<file path="src/rtl/timer_pkg.sv">
// Shared types and constants for the BCD countdown timer.
package timer_pkg;

  typedef enum logic [1:0] {IDLE, RUN, PAUSE, DONE} timer_state_t;

  typedef logic [3:0] bcd_t;

  localparam bcd_t BCD_MAX = 4'h9;

  // Clamp a nibble into the legal BCD range so a bad load never escapes.
  function automatic bcd_t satBcd(input bcd_t v);
    return (v > BCD_MAX) ? BCD_MAX : v;
  endfunction

endpackage

</file>
<file path="src/rtl/bcd_down_digit.sv">
// One registered BCD digit of the countdown chain: loads with saturation and
// decrements when enabled and a borrow arrives from the digit below.
module bcd_down_digit
  import timer_pkg::*;
(
  input  logic clk,
  input  logic resetN,
  input  logic load,
  input  bcd_t load_val,
  input  logic dec_en,
  input  logic borrow_in,
  output bcd_t digit,
  output logic borrow_out
);

  bcd_t r_digit;

  always_ff @(posedge clk or negedge resetN) begin
    if (!resetN) begin
      r_digit <= '0;
    end else if (load) begin
      r_digit <= satBcd(load_val);
    end else if (dec_en && borrow_in) begin
      r_digit <= (r_digit == 4'h0) ? BCD_MAX : r_digit - 4'h1;
    end
  end

  assign digit      = r_digit;
  assign borrow_out = borrow_in && (r_digit == 4'h0);

endmodule

</file>
<file path="src/rtl/bcd_down_timer.sv">
// Multi-digit BCD countdown timer with run/pause/expire control.
// Optional low-time warning output is enabled by defining TIMER_WARN_EN.
module bcd_down_timer
  import timer_pkg::*;
#(
  parameter int                    DIGITS      = 3,
  parameter logic [4*DIGITS-1:0]   WARN_THRESH = 12'h010
) (
  input  logic                  clk,
  input  logic                  resetN,
  input  logic                  load,
  input  logic [4*DIGITS-1:0]   load_val,
  input  logic                  start,
  input  logic                  pause,
  input  logic                  tick,
  output logic [4*DIGITS-1:0]   count,
  output logic                  running,
  output logic                  expired,
  output logic                  expired_pulse,
  output logic                  warn
);

  localparam int W = 4 * DIGITS;

  timer_state_t r_state, w_nextState;
  logic [W-1:0] w_count;
  logic         w_dec;
  logic         w_countZero;
  logic         w_countOne;
  logic         r_running;
  logic         r_expired;
  logic         r_expiredPulse;
  logic         w_unused;

  // Borrow chain: each digit borrows from the one below; digit 0 always sees the decrement.
  genvar gi;
  for (gi = 0; gi < DIGITS; gi++) begin : g_digit
    logic w_bin;
    logic w_bout;
    if (gi == 0) begin : g_first
      assign w_bin = 1'b1;
    end else begin : g_chain
      assign w_bin = g_digit[gi-1].w_bout;
    end
    bcd_down_digit u_digit (
      .clk        (clk),
      .resetN     (resetN),
      .load       (load),
      .load_val   (load_val[4*gi +: 4]),
      .dec_en     (w_dec),
      .borrow_in  (w_bin),
      .digit      (w_count[4*gi +: 4]),
      .borrow_out (w_bout)
    );
  end

  assign w_countZero = (w_count == '0);
  assign w_countOne  = (w_count == W'(1));

  always_ff @(posedge clk or negedge resetN) begin
    if (!resetN) r_state <= IDLE;
    else         r_state <= w_nextState;
  end

  // A decrement from 1 lands on 0, so expiry is decided in the same cycle as the final tick.
  always_comb begin
    w_nextState = r_state;
    w_dec       = 1'b0;
    case (r_state)
      IDLE:  if (start && !pause && !w_countZero) w_nextState = RUN;
      RUN: begin
        if (pause) begin
          w_nextState = PAUSE;
        end else if (w_countZero) begin
          w_nextState = DONE;
        end else if (tick) begin
          w_dec = 1'b1;
          if (w_countOne) w_nextState = DONE;
        end
      end
      PAUSE: if (start && !pause) w_nextState = RUN;
      DONE:  w_nextState = DONE;
      default: w_nextState = IDLE;
    endcase
    if (load) begin
      w_nextState = IDLE;
      w_dec       = 1'b0;
    end
  end

  always_ff @(posedge clk or negedge resetN) begin
    if (!resetN) begin
      r_running      <= 1'b0;
      r_expired      <= 1'b0;
      r_expiredPulse <= 1'b0;
    end else begin
      r_running      <= (w_nextState == RUN);
      r_expired      <= (w_nextState == DONE);
      r_expiredPulse <= (w_nextState == DONE) && (r_state != DONE);
    end
  end

  assign count         = w_count;
  assign running       = r_running;
  assign expired       = r_expired;
  assign expired_pulse = r_expiredPulse;

`ifdef TIMER_WARN_EN
  logic r_warn;

  // Look at the count the digits are about to hold: after a decrement, new < T exactly when old <= T.
  always_ff @(posedge clk or negedge resetN) begin
    if (!resetN) begin
      r_warn <= 1'b0;
    end else begin
      r_warn <= ((w_nextState == RUN) || (w_nextState == PAUSE)) &&
                (w_dec ? (w_count <= WARN_THRESH) : (w_count < WARN_THRESH));
    end
  end

  assign warn     = r_warn;
  assign w_unused = g_digit[DIGITS-1].w_bout;
`else
  assign warn     = 1'b0;
  assign w_unused = ^{WARN_THRESH, g_digit[DIGITS-1].w_bout};
`endif

endmodule
</file>
<file path="config.mk">
export PLATFORM = sky130hd
export DESIGN_NAME = bcd_down_timer
export DESIGN_NICKNAME = d
export VERILOG_FILES = /design/src/rtl/timer_pkg.sv /design/src/rtl/bcd_down_digit.sv /design/src/rtl/bcd_down_timer.sv
export SDC_FILE = /design/constraint.sdc
export NUM_CORES = 1
export LEC_CHECK = 0
export CORE_MARGIN = 1
export CORE_UTILIZATION = 42
export CTS_BUF_LIST = sky130_fd_sc_hd__clkbuf_8
export DETAILED_ROUTE_END_ITERATION = 8
export GPL_TIMING_DRIVEN = 1
export HOLD_SLACK_MARGIN = 0.12
export PLACE_DENSITY = 0.77
export REMOVE_ABC_BUFFERS = 1
export SYNTH_ARGS = -nofsm -noshare
export SYNTH_HDL_FRONTEND = slang
export SYNTH_SLANG_ARGS = --single-unit
</file>
<file path="constraint.sdc">
create_clock -name clk -period 1.5 [get_ports clk]
set_clock_uncertainty 0.1 [all_clocks]
set_input_delay 0.3 -clock clk [delete_from_list [all_inputs] [get_ports clk]]
set_output_delay 0.3 -clock clk [all_outputs]
set_load 0.05 [all_outputs]
</file>
Yosys cells after proc, flatten, opt, wreduce, memory -nomap -nowiden:

Index checks and enable logic that the tools add are counted.

* $add $sub $neg: 3
* $mul: 0
* divide/modulo/power cells: 0
* order comparisons: 3
* equality and inequality tests: 7
* shifts and indexed selects: 0
* mux-type cells: 25
* bitwise gates (word level): 0
* reductions and logical operators: 16

Operators by type and width (number)
* two-way mux 4 bit: 12
* two-way mux 2 bit: 7
* == test 12 x 1 -> 1 bit, second input constant: 1
* > comparator 4 bit, second input constant: 3
* zero test 12 bit: 1
* zero test 4 bit: 3
* subtractor 4 x 1 -> 4 bit, second input constant: 3
* case mux 2 bit (4 select lines): 1
* == test 2 bit, second input constant: 3
* logical AND 1 bit: 6
* nonzero test 2 bit: 3
* two-way mux 1 bit: 5
* == test 2 x 1 -> 1 bit, second input constant: 2
* zero test 1 bit: 2
* zero test 2 bit: 1
* inequality test 2 bit, second input constant: 1

* bits in registers: 17
* bits in latches: 0
* bits in writable memories: 0
* memory bits (read-only): 0
* bits of input ports: 18
* output and inout port bits: 16
* memories kept: 0

Depth between registers and ports, before layout:

* depth after elaboration: 9
* depth in mapped cells: 5

Hierarchy:

Synthesis repeated with hierarchy kept, for this count alone.

* cells, all modules: 106
* area total of the unflattened synthesis: 1139.8 sq um

By module, submodules not included
* bcd_down_digit: times used 3, cells each 25, area an instance 266.5 sq um
* bcd_down_timer: times used 1, cells each 31, area an instance 340.3 sq um

Worst setup path before layout:

Ideal clock, no wire load.

* path type: register -> register
* start: reg g_digit[1].u_digit.r_digit[0]
* end: reg g_digit[2].u_digit.r_digit[1]
* setup time: 124 ps
* arrival: 1726 ps
* slack: -450 ps
* cell stages (with the launch flop): 6
* path through: dfrtp_1 clkbuf_1 nor4_4 nand3_4 o21a_1 o31a_1

* cells in the longest elaborated chain, start to end: 7
* elaborated cells on any way between the ends: 9
* classes of those cells: mux: 4; reduce/logical: 5

Ends and longest elaborated chain
* start, declared: line bcd_down_digit.sv:16 `bcd_t r_digit;`
* start signal, assigned: line bcd_down_digit.sv:22 `r_digit <= satBcd(load_val);`
* start signal, assigned: line bcd_down_digit.sv:24 `r_digit <= (r_digit == 4'h0) ? BCD_MAX : r_digit - 4'h1;`
* zero test 12 bit: line bcd_down_timer.sv:57 `assign w_countZero = (w_count == '0);`
* two-way mux 1 bit: line bcd_down_timer.sv:74 `end else if (w_countZero) begin`
* two-way mux 1 bit: line bcd_down_timer.sv:72 `if (pause) begin`
* two-way mux 1 bit: line bcd_down_timer.sv:69 `case (r_state)`
* two-way mux 1 bit: line bcd_down_timer.sv:85 `if (load) begin`
* logical AND 1 bit (*): line bcd_down_digit.sv:23 `end else if (dec_en && borrow_in) begin`
* nonzero test 2 bit (no source line) (*)
* end signal, assigned: line bcd_down_digit.sv:22
* end signal, assigned: line bcd_down_digit.sv:24
* end, declared: line bcd_down_digit.sv:16

Every way passes the cells marked *; elsewhere a longest branch is shown, timed or not.
A chain may end at the register's enable or synchronous reset.

Worst setup path after layout:

* start: reg g_digit[0].u_digit.r_digit[3]
* end: reg g_digit[2].u_digit.r_digit[0]

* cells in the longest elaborated chain, start to end: 7
* elaborated cells on any way between the ends: 9
* classes of those cells: mux: 4; reduce/logical: 5

Ends and longest elaborated chain (line)
* start, declared: bcd_down_digit.sv:16
* start signal, assigned: bcd_down_digit.sv:22
* start signal, assigned: bcd_down_digit.sv:24
* zero test 12 bit: bcd_down_timer.sv:57
* two-way mux 1 bit: bcd_down_timer.sv:74
* two-way mux 1 bit: bcd_down_timer.sv:72
* two-way mux 1 bit: bcd_down_timer.sv:69
* two-way mux 1 bit: bcd_down_timer.sv:85
* logical AND 1 bit (*): bcd_down_digit.sv:23
* nonzero test 2 bit (no source line) (*)

Marked as above.

==> reports/results.txt <==
Total routed wirelength = 3.462 mm
Multi-input gate area = 636.9 sq um
Flop and latch count out of synthesis = 17
ANT cells = 0
Top-area cell type share of the netlist area = 41.67%
Warnings, synthesis = 0
GRT Total Usage = 27.40%
Number of synthesized flops with an enable pin = 0
Top cells by area, synth = dfrtp_1, nor4_4, o21ai_0
Critical Path Source = g_digit[0].u_digit.digit[3]
Number of global-route vias before repair = 1,157
Average wire per cell in the routed design = 17.31 um
Number of CTS-inserted buffers = 3
Register area share after synthesis = 41.67%
Critical Path Start Type = flip-flop
Failing checks = setup timing
GR Util met1 = 30.28%
Die height = 51.31 um
PD cells = 770.6 nW/um^2
CTS tree = built
Busiest layer in global routing = met2
Placed insts = 186
M3 GR Usage = 4.762%
Nets@finish = 191
Fraction of layout cells with a size suffix above 1 = 41.28%
Mapped Area = 1021 sq um
Port buffer count = 32
Register Area = 425.4 sq um
Remaining DRCs = 0
Period Utilization, post-route = 112.3%
Asr flop ratio synth = 100.0%
Die width = 51.31 um
Worst EP required = 1.57 ns
Detailed placer's ending HPWL = 2.154 mm
Tightest Hold Check Type = input port to async pin
Die area = 2632 sq um
Antenna viol nets, final = 0
Core ar. = 2255 sq um
Layout fillers = 121
Largest net degree at the start of global routing = 22
Clock transition at the registers of the reported paths = 0.07 ns
Final WS setup = -0.1850 ns
Commonest non-fill, non-tap cell in the layout = buf_4
Skew-Pair Late Insertion Delay = 0.25 ns
Row count = 17
Cells after Synth = 107
Crit path time final = 1.685 ns
Outcome = finished, violations left
IO Pins = 34
Fin. max-slew vios = 0
Final Hold Viols = 0
R2R Path Start = g_digit[0].u_digit.digit[3]
Area grow syn2layout = 88.36%
Hold_buf cts = 0
Most frequent cells in the layout = buf_4, dfrtp_1, buf_12
Max cap viols = 0
DR iter-0 viols = 26
Clk root buf = clkbuf_8
First-pass GRT wire length = 5.244 mm
WS Path Type = flip-flop to flip-flop
Gpl congestion = 0.8925
Met2 Usage GRT = 53.07%
Synth area leader = dfrtp_1
Syn Area/Cell = 9.542 sq um
Critical Path Sink Type = flip-flop
CTS Buffer Depth = 2
Total number of vias = 1,119
P_leak = 0.8259 nW
Predominant post-synthesis flop cell = dfrtp_1
Critical Path AT = 1.75 ns
Design Power = 1.482 mW
Num Clock Sinks = 17
H-tree levels = 1
Initial Utilization = 45.28%
CP Max Fanout = 7
Peak supply drop = 0.0006060 V
Initial antenna violation count = 0
Drt pass-1 iters = 4
Post-Layout Cell Count = 200
Setup violations, final = 12
RSZ-0062 raised after global routing = yes
Synth cell types = 39
GR Overflow Total = 0
Max Clock Freq = 593.5 MHz
Via density = 5.595
synth_stat cells (all sizes together), types with 3 or more instances:
library cell and number:
dfrtp 17, inv 8, nor2 8, o21ai 8
nor3 5, a21oi 4, nand2 4, nand2b 4
nor4 4, a31oi 3, and2 3, clkbuf 3
o21a 3, o31ai 3, or3 3
path summary, 6_finish.rpt:
kind                                                to  slack (ns)  depth (start not counted)
min in group clk           g_digit[0].u_digit.digit[0]        0.55                          3
min reg2reg                g_digit[2].u_digit.digit[3]        0.64                          3
max in group asynchronous                      expired        0.82                          2
max reg2reg                g_digit[2].u_digit.digit[0]       -0.18                          5
max                        g_digit[2].u_digit.digit[0]       -0.18                          5
min                        g_digit[0].u_digit.digit[2]        0.28                          2
stage by stage:
stage	instance area [sq um]	setup WS, ns	hold slack (ns)	util, %	setup TNS, ns
floorplan	1002	-0.4079	-0.09559	-	-4.781
global placement	1693	-0.3967	0.5441	75.08	-4.720
detailed placement	1693	-0.4403	0.5453	75.08	-5.616
CTS	1833	-0.1371	0.2855	81.30	-0.9320
global route	1923	-0.2515	0.3049	85.29	-1.938
finish	1923	-0.1850	0.2839	85.29	-1.240
layer usage:
metal / up-vias / part of all wire [%]
met5: - / 0
met4: 0 / 0.61
met3: 2 / 4.4
met2: 43 / 53
met1: 545 / 42
li1: 529 / -
cells by family (layout without fill, tap and decap cells):
logic type	Yosys count	after routing	share of synthesized area, %
DFF	17	17	41.67
and+or+nand+nor	42	42	28.19
other	1	1	0.3673
buffers and inverters	12	77	4.780
AOI/OAI and AO/OA	32	32	21.81
muxes	3	3	3.186
flip-flops by register name (all words and copies together), names as in the netlist:
| signal | count |
|---|---|
| g_digit.u_digit.digit | 12 |
| r_state | 2 |
| expired | 1 |
| expired_pulse | 1 |
| running | 1 |
what timing repair did:
action,CTS,global route
gates cloned,0,0
pin swaps,5,6
setup buffers,8,3
resized for setup,10,15
endpoints found under the setup margin,17,15
area by class of cell:
type,instances,area share (%)
clock buffer,3,2.147
clock inverter,1,0.1952
inverter,8,1.561
multi-input combinational,78,33.12
sequential,17,22.12
tap,28,1.822
timing repair buffer,65,39.04
report_power, final:
| group | switching, mW | total [mW] | internal (mW) |
|---|---|---|---|
| sequential | 0.0407 | 0.534 | 0.493 |
| clock | 0.149 | 0.330 | 0.181 |
| combinational | 0.314 | 0.618 | 0.304 |
worst max-delay path, stage by stage, from the launching register on:
cell and delay (ns):
dfrtp_1 0.41, nor4_4 0.29, buf_6 0.17, nand3_4 0.11
or3_1 0.34, a31oi_1 0.19
Power figures use the tool's default switching activity.
